[config.mk]
export PLATFORM = sky130hd
export DESIGN_NAME = bcd_display_scan_flat
export DESIGN_NICKNAME = d
export VERILOG_FILES = /design/src/rtl/display_pkg.sv /design/src/rtl/bcd_display_scan_if.sv /design/src/rtl/seg7_decode.sv /design/src/rtl/bcd_display_scan.sv /design/src/flat_wrapper.sv
export SDC_FILE = /design/constraint.sdc
export NUM_CORES = 1
export LEC_CHECK = 0
export ABC_AREA = 1
export CAP_MARGIN = 20
export CORE_MARGIN = 2
export CORE_UTILIZATION = 50
export DETAILED_ROUTE_END_ITERATION = 16
export PLACE_DENSITY = 0.74
export SETUP_SLACK_MARGIN = 0.4
export SYNTH_ARGS = -nofsm -noshare
export SYNTH_HDL_FRONTEND = slang
export SYNTH_SLANG_ARGS = --single-unit
[constraint.sdc]
create_clock -name clk -period 4.3 [get_ports clk]
set_input_delay 0.86 -clock clk [delete_from_list [all_inputs] [get_ports clk]]
set_output_delay 0.86 -clock clk [all_outputs]
set_load 0.01 [all_outputs]
[src/rtl/display_pkg.sv]
// Segment encodings shared by the BCD scan driver and its decoder.
// Bit order is {g,f,e,d,c,b,a}, active-high.
package display_pkg;

  typedef logic [6:0] seg_t;

  localparam seg_t SEG_0     = 7'b0111111;
  localparam seg_t SEG_1     = 7'b0000110;
  localparam seg_t SEG_2     = 7'b1011011;
  localparam seg_t SEG_3     = 7'b1001111;
  localparam seg_t SEG_4     = 7'b1100110;
  localparam seg_t SEG_5     = 7'b1101101;
  localparam seg_t SEG_6     = 7'b1111101;
  localparam seg_t SEG_7     = 7'b0000111;
  localparam seg_t SEG_8     = 7'b1111111;
  localparam seg_t SEG_9     = 7'b1101111;
  localparam seg_t SEG_DASH  = 7'b1000000;
  localparam seg_t SEG_BLANK = 7'b0000000;

endpackage

[src/rtl/bcd_display_scan_if.sv]
// Bundle between the BCD source and the scanned display driver.
// Master feeds BCD words; slave drives the digit array.
interface bcd_display_scan_if
  import display_pkg::*;
#(
  parameter int DIGITS = 3
);

  logic [4*DIGITS-1:0] bcd;
  logic                load;
  logic                blank_lz;
  logic [DIGITS-1:0]   an;
  seg_t                seg;
  logic                frame_done;

  modport master (
    output bcd, load, blank_lz,
    input  an, seg, frame_done
  );

  modport slave (
    input  bcd, load, blank_lz,
    output an, seg, frame_done
  );

endinterface

[src/rtl/seg7_decode.sv]
// Nibble to seven-segment pattern; non-decimal nibbles show a dash.
// Purely combinational.
module seg7_decode
  import display_pkg::*;
(
  input  logic [3:0] nib,
  output seg_t       seg
);

  always_comb begin
    case (nib)
      4'd0:    seg = SEG_0;
      4'd1:    seg = SEG_1;
      4'd2:    seg = SEG_2;
      4'd3:    seg = SEG_3;
      4'd4:    seg = SEG_4;
      4'd5:    seg = SEG_5;
      4'd6:    seg = SEG_6;
      4'd7:    seg = SEG_7;
      4'd8:    seg = SEG_8;
      4'd9:    seg = SEG_9;
      default: seg = SEG_DASH;
    endcase
  end

endmodule

[src/rtl/bcd_display_scan.sv]
// Time-multiplexed seven-segment scanner with frame-aligned commit
// of BCD words, leading-zero blanking and dash for bad nibbles.
module bcd_display_scan
  import display_pkg::*;
#(
  parameter int DIGITS   = 3,
  parameter int PRESCALE = 4
)(
  input logic               clk,
  input logic               rst,
  bcd_display_scan_if.slave bus
);

  localparam int TW = (PRESCALE > 1) ? $clog2(PRESCALE) : 1;
  localparam int IW = (DIGITS > 1) ? $clog2(DIGITS) : 1;
  localparam int BW = 4 * DIGITS;

  localparam logic [TW-1:0]     TMAX = TW'(PRESCALE - 1);
  localparam logic [IW-1:0]     IMAX = IW'(DIGITS - 1);
  localparam logic [DIGITS-1:0] ONE  = DIGITS'(1);

  logic [TW-1:0] tick, tick_n;
  logic [IW-1:0] idx, idx_n;
  logic [BW-1:0] pend, pend_n;
  logic [BW-1:0] shadow, shadow_n;
  logic [BW-1:0] upper;
  logic          run;
  logic          wrap;
  logic          bound;
  logic [3:0]    nib;
  seg_t          dec;
  seg_t          seg_n;

  // run holds the counters on the first edge after reset so the
  // first digit gets a full dwell once outputs become valid.
  always_comb begin
    wrap     = run && (tick == TMAX);
    bound    = wrap && (idx == IMAX);
    tick_n   = tick;
    idx_n    = idx;
    if (run)
      tick_n = wrap ? '0 : tick + 1'b1;
    if (wrap)
      idx_n = (idx == IMAX) ? '0 : idx + 1'b1;
    pend_n   = bus.load ? bus.bcd : pend;
    shadow_n = bound ? pend_n : shadow;
    upper    = shadow_n >> {idx_n, 2'b00};
    nib      = upper[3:0];
    seg_n    = dec;
    if (bus.blank_lz && (idx_n != '0) && (upper == '0))
      seg_n  = SEG_BLANK;
  end

  seg7_decode u_dec (
    .nib (nib),
    .seg (dec)
  );

  always_ff @(posedge clk) begin
    if (rst) begin
      run            <= 1'b0;
      tick           <= '0;
      idx            <= '0;
      pend           <= '0;
      shadow         <= '0;
      bus.an         <= '0;
      bus.seg        <= SEG_BLANK;
      bus.frame_done <= 1'b0;
    end else begin
      run            <= 1'b1;
      tick           <= tick_n;
      idx            <= idx_n;
      pend           <= pend_n;
      shadow         <= shadow_n;
      bus.an         <= ONE << idx_n;
      bus.seg        <= seg_n;
      bus.frame_done <= bound;
    end
  end

endmodule

[src/flat_wrapper.sv]
// flat-port wrapper written by rule: the top's interface ports become plain ports
module bcd_display_scan_flat import display_pkg::*;
#(
  parameter int DIGITS   = 3,
  parameter int PRESCALE = 4
)
  (clk, rst, bus_bcd, bus_load, bus_blank_lz, bus_an, bus_seg, bus_frame_done);
  bcd_display_scan_if #(.DIGITS(DIGITS)) bus_i ();
  input logic clk;
  input logic rst;
  input wire logic [$bits(bus_i.bcd)-1:0] bus_bcd;
  input wire logic [$bits(bus_i.load)-1:0] bus_load;
  input wire logic [$bits(bus_i.blank_lz)-1:0] bus_blank_lz;
  output wire logic [$bits(bus_i.an)-1:0] bus_an;
  output wire logic [$bits(bus_i.seg)-1:0] bus_seg;
  output wire logic [$bits(bus_i.frame_done)-1:0] bus_frame_done;
  assign bus_i.bcd = bus_bcd;
  assign bus_i.load = bus_load;
  assign bus_i.blank_lz = bus_blank_lz;
  assign bus_an = bus_i.an;
  assign bus_seg = bus_i.seg;
  assign bus_frame_done = bus_i.frame_done;
  bcd_display_scan #(.DIGITS(DIGITS), .PRESCALE(PRESCALE)) u_core (.clk(clk), .rst(rst), .bus(bus_i));
endmodule
==> impl_metrics.csv <==
group,metric,value,unit
layout,area_growth,18.3,%
floorplan,pin_count,27,
sta,slew_headroom,0.647,
layout,fin_area,2330,um2
floorplan,initial_utilization,0.529,
drt,drt_first_pass_iters,4,
synthesis,synth_top_area_frac,0.407,
layout,final_cell_mix,"nand2_1, dfxtp_1, nor2_1",
sta,hold_viol_final,0,
outcome,status,"finished, final reports clean",
sta,worst_pin_slew,528,ps
critical_path,ff2ff_setup_slack,2060,ps
pwr,ir_worst_vdd,189,uV
layout,num-nets-final,316,
place,gp_congestion,0.824,
synthesis,synth_xor_area_frac,0.00445,
cts,clock_path_buffers,2,
synthesis,syn_area,1970,um2
synthesis,yosys.area.top_type,"dfxtp_1",
drt,avgViaCountPerCell,4.55,
synthesis,muxShareOfSynthArea,0,
synthesis,yosysWarnings,0,
drt,post-route-drc-count,0,
drt,wl_per_cell,10.1,um
drt,vias,1552,
place,port_buffers,26,
drt,final_antenna_net_count,0,
cts,cts_hold_buf,0,
global_route,grt_max_degree,32,
critical_path,critPathLaunchType,"input pin",
place,dp_slack,954,ps
synthesis,synthTopCellsByArea,"dfxtp_1, nand2_1, nor2_1, inv_1, ha_1",
cts,tritoncts,"yes",
synthesis,synth-compound-area-share,0.0712,
sta,drv_slew,0,
pwr,power.density,311,nW/um2
synthesis,yosys.area_share.simple,0.387,
synthesis,synth_top_family_by_area,"simple AND/OR/NAND/NOR gates",
sta,setup_viol,0,
synthesis,ys_seq_area_frac,0.407,
drt,finalWirelength,3.44,mm
cts,post_cts_buffers,0,
synthesis,ys.flop_type,"dfxtp_1",
synthesis,netlist_instances,266,
cts,clock-sinks,40,
drt,drt-initial-drc-count,98,
layout,drive_above_1_share,0.167,
floorplan,dieWidth,66.7,um
critical_path,cp-end-kind,"flop",
critical_path,required,4480,ps
floorplan,placementRows,22,
global_route,grt_pass1_wl,6.09,mm
critical_path,critical_path_class,"input pin to flop",
critical_path,rr_worst_depth,13,
min_path,hold_path.class,"flop to flop",
sta,fin_ws,1280,ps
synthesis,ys_ff_latch,40,
cts,cts-resized-gates,0,
cts,clk_pin_slew_worst_paths,80,ps
min_path,min_path_cells,2,
global_route,grt_use_total,0.182,
floorplan,die_area,4450,um2
layout,layout_commonest_cell,"nand2_1",
sta,rsz0062_at_grt,"false",
sta,fin_crit_sh,0.703,
floorplan,die_h,66.7,um
cts,numCtsBuffers,5,
job,drv_cap,0,
sta,fmax,331,MHz
sta,fin_crit,3020,ps
pwr,leakage,0.00116,uW
synthesis,synth_fp_nets,289,
global_route,grt_overflow,0,
place,placed_area,2250,um2
synthesis,synth_edf_count,0,
global_route,grt_pass1_vias,1437,
synthesis,ys_types,28,
sta,final.setup.tns,0,ps
synthesis,synth.avg_cell_area,7.39,um2
synthesis,synth-adder-area-share,0.0445,
floorplan,coreArea,3720,um2
cts,clk_latency,290,ps
critical_path,arrival,3210,ps
cts,h-tree-depth,2,
sta,fin_skew,6.42,ps
layout,diodes,0,
layout,post-route-util,0.626,
critical_path,path_max_fanout,19,
pwr,total_power,723,uW
place,hpwl,2.58,mm
layout,nFillCells,354,
cts,cts_root_buf,"clkbuf_8",
global_route,antenna_found_initial,0,
synthesis,async_flop_share,0,
[power breakdown]
part           internal, uW  total, uW  switching, uW
Clock                   110        236            126
Sequential              388        394           5.98
Combinational          44.5       92.6           48.1
Total                   542        723            180
[per-layer routing]
metal  track usage  wire, um  vias to the layer above
li1              -         -                      854
met1         0.226      1640                      667
met2         0.299      1580                       25
met3        0.0422       155                        6
met4        0.0816        64                        0
met5             0         0                        -
[cells in the mapped netlist, types with 2 or more instances]
master    instances
and2_1            2
buf_6             2
o21ai_0           9
nor2_1           32
nor3_1            2
nand2_2           7
o21ai_2           4
nor2_2           10
ha_1              7
nor2_4            4
dfxtp_1          40
inv_2             5
o21ai_1           4
nand2_1          78
nand3_1           7
inv_1            26
nand2_4           7
a21oi_1           8
clkbuf_1          3
[worst paths after layout]
path / from / endpoint
worst max-delay path: bus_load / u_core.bus.seg[6]
worst min register to register: u_core.pend[2] / u_core.pend[2]
worst max register to register: u_core.tick[0] / u_core.bus.seg[6]
worst min-delay path: u_core.pend[2] / u_core.pend[2]
[through the flow]
step	instances	hold WS, ps
final	341	477
after global routing	341	497
after CTS	341	480
after detailed placement	334	468
after global placement	334	461
after floorplan	266	447
[area by class of cell]
| class | instances | area, um2 | share of cell area |
|---|---|---|---|
| clock buffer | 6 | 72.6 | 0.0312 |
| sequential | 40 | 801 | 0.344 |
| timing repair buffer | 27 | 268 | 0.115 |
| multi-input combinational | 187 | 997 | 0.429 |
| clock inverter | 1 | 5.00 | 0.00215 |
| tap | 48 | 60.1 | 0.0258 |
| inverter | 32 | 123 | 0.0527 |
[cell families (layout without fill, tap and decap cells)]
kind of cell               Yosys count  after routing
and+or+nand+nor                    154            154
DFF                                 40             40
buffers and inverters               39             66
AOI/OAI and AO/OA                   25             25
adders and majority gates            7              7
xor gates and xnor gates             1              1
[sequential cells by signal (all words and copies together), names as in the netlist]
register / flops
u_core.bus.seg: 7
u_core.idx: 2
u_core.bus.frame_done: 1
u_core.run: 1
u_core.bus.an: 3
u_core.pend: 12
u_core.tick: 2
u_core.shadow: 12
[worst max-delay path, stage by stage]
cell	delay, ps
clkdlybuf4s50_1	800
inv_1	210
o21ai_0	270
nand2_1	80
o21ai_1	110
nor2_1	90
nor2_4	150
ha_1	180
inv_1	50
nor2_2	110
nand3_2	100
nand2_4	130
nor2_1	60
(Power assumes the default switching activity.)
==> patch: new RTL, same settings <==
`PRESCALE` is set to 4 in 2 places; all go to 8.
--- a/src/rtl/bcd_display_scan.sv
+++ b/src/rtl/bcd_display_scan.sv
@@ -4,7 +4,7 @@
   import display_pkg::*;
 #(
   parameter int DIGITS   = 3,
-  parameter int PRESCALE = 4
+  parameter int PRESCALE = 8
 )(
   input logic               clk,
   input logic               rst,
--- a/src/flat_wrapper.sv
+++ b/src/flat_wrapper.sv
@@ -2,7 +2,7 @@
 module bcd_display_scan_flat import display_pkg::*;
 #(
   parameter int DIGITS   = 3,
-  parameter int PRESCALE = 4
+  parameter int PRESCALE = 8
 )
   (clk, rst, bus_bcd, bus_load, bus_blank_lz, bus_an, bus_seg, bus_frame_done);
   bcd_display_scan_if #(.DIGITS(DIGITS)) bus_i ();
Formal check against the unedited RTL: not equivalent (a bounded check fails within 10 cycles, from zero or initial values and one cycle with rst high).
==> patch against the unedited design <==
Power grew 3.4%. Synthesized area shrank 2.7%. Sequential cell count grew 1. Setup slack lost 0.078 ns. Wire length shrank 1.3%. Critical path depth grew 2. Design area shrank 0.70%. Global-route usage grew 0.58 points. Final cell count shrank 0.59%. Hold slack lost 0.0060 ns. Largest power group unchanged.
==> patch: results (changes against the unedited design) <==
placement:
  place_area_sq_um: 2206  # -1.9%
  hpwl_microns: 2540  # -1.6%
  place_congestion: 0.7903  # -4.1%
  port_buffers: 26  # unchanged
synthesis:
  yosysWarnings: 0  # unchanged
  synth-adder-area-share_pct: 5.229  # +0.78 points
  synth_compound_area_share_pct: 9.542  # +2.4 points
  seq_area_frac_synth_pct: 42.88  # +2.2 points
  synth.distinct_cells: 25  # -11%
  synthMuxAreaShare_pct: 0  # unchanged
  yosys.area_share.xor_xnor_pct: 0  # -0.45 points
  synthTopCellsByArea: "dfxtp_1 43%, nand2_1 16%, nor2_1 7.1%"
  synthArstFlopShare_pct: 0  # unchanged
  synth_nets: 288  # -0.35%
  ys_top_cells_by_count: "82 x nand2_1, 41 x dfxtp_1, 36 x nor2_1, 28 x inv_1, 15 x a21oi_1"
route:
  wl_met3_microns: 138  # -11%
  met1Wirelength_microns: 1616  # -1.6%
  finalWirelength_microns: 3396  # -1.3%
  drtIter0Drc: 65  # -34%
  vias: 1570  # +1.2%
  first_pass_iters: 4  # unchanged
  dr_wl_met2_microns: 1571  # -0.44%
worst_setup_path:
  reg2reg_depth: 16  # +3
  cp_slowest_cell: "clkdlybuf4s50_1"
  worstReg2RegStart: "u_core.tick[0]"
  reg2reg_slack_ns: 1.83  # -0.23 ns
  critPathMaxStageDelay_ns: 0.83  # +0.03 ns
  timing.rr.end: "u_core.bus.seg[3]"
  arrival_ns: 3.29  # +0.08 ns
cts:
  post-cts-setup-buffers: 0  # unchanged
  cts.htree.levels: 2  # unchanged
  cts_resized: 0  # unchanged
  clk_transition_reported_paths_ns: 0.08  # about the same
  clock_path_buffers: 2  # unchanged
final_layout:
  nFillCells: 342  # -3.4%
  largest_registers: "u_core.pend: 12 flops, u_core.shadow: 12 flops, u_core.bus.seg: 7 flops"
  layout-drive-gt1-share_pct: 10.31  # -6.4 points
  finalNetCount: 315  # -0.32%
power_and_ir_drop:
  irDropWorstVdd_v: 0.0001738  # -8.1%
  leakagePower_nw: 1.145  # -1.5%
  powerClk_mw: 0.295  # +25%
  p_int_mw: 0.5890  # +8.6%
  combinationalPower_mw: 0.0545  # -41%
  power_switching_mw: 0.1579  # -12%
min_path:
  hold_path_end: "u_core.shadow[10]"
  worstHoldPathType: "reg -> reg"
  min_from: "u_core.shadow[10]"
grt:
  globalRouteMet2Util_pct: 32.07  # +2.2 points
  grt.met3_usage_pct: 5.622  # +1.4 points
  use_met1_pct: 20.81  # -1.8 points
  grt_pass1_wl_microns: 6134  # +0.81%
  grt_max_degree: 34  # +6.3%
  grt_pass1_vias: 1489  # +3.6%
  grt_usage_pct: 18.80  # +0.58 points
timing:
  hold-worst-slack_ns: 0.4708  # -0.005987 ns
  fin_skew_ns: 0.006257  # -0.0001666 ns
  relSlewSlack_pct: 61.67  # -3.0 points
  tns_ns: 0  # unchanged
outcome:
  status: "finished clean"
## patch: cell types whose count changed in the layout (fill, tap and decap cells not counted), sizes merged, moves of 2 or more
cell   change
a21oi      +7
inv        -3
or2        -2
and2       -2
nor2       -5
## patch: cell type report
| cell class | instances | share of cell area (%) |
|---|---|---|
| multi-input combinational | 186 | 40.84 |
| sequential | 41 | 35.54 |
| timing repair buffer | 27 | 11.59 |
| inverter | 30 | 4.930 |
| clock buffer | 5 | 2.979 |
| tap | 48 | 2.600 |
| clock inverter | 2 | 1.517 |
## patch: per-stage QoR
stage | util (%) | cells | setup slack [ns]
3_3_place_gp | 60.25 | 332 | 0.9122
3_5_place_dp | 60.25 | 332 | 0.8512
4_1_cts | 63.09 | 339 | 1.165
6_report | 63.09 | 339 | 1.201
2_1_floorplan | - | 264 | 1.794
5_1_grt | 63.09 | 339 | 0.9033
## patch: cell families after synthesis
group | after synthesis
AO/OA/AOI/OAI | 33
adder cells (fa/ha/maj) | 8
buffers and inverters | 37
flip-flops | 41
AND/OR/NAND/NOR | 145
## patch: how the worst max path moves through the flow
| stage | endpoint | slack, ns | cells past startpoint |
|---|---|---|---|
| CTS | u_core.bus.seg[0] | 1.17 | 15 |
| detailed placement | u_core.bus.seg[4] | 0.85 | 15 |
| global route | u_core.bus.seg[4] | 0.90 | 15 |
| finish | u_core.bus.seg[0] | 1.20 | 15 |
| global placement | u_core.bus.seg[4] | 0.91 | 15 |
| floorplan | u_core.bus.seg[3] | 1.79 | 14 |
## patch: critical path: cells and delay by family
kind                     cells  cell delay (ns)
AND/OR/NAND/NOR             10             0.99
buffers and inverters        4             1.28
adder cells (fa/ha/maj)      1             0.15
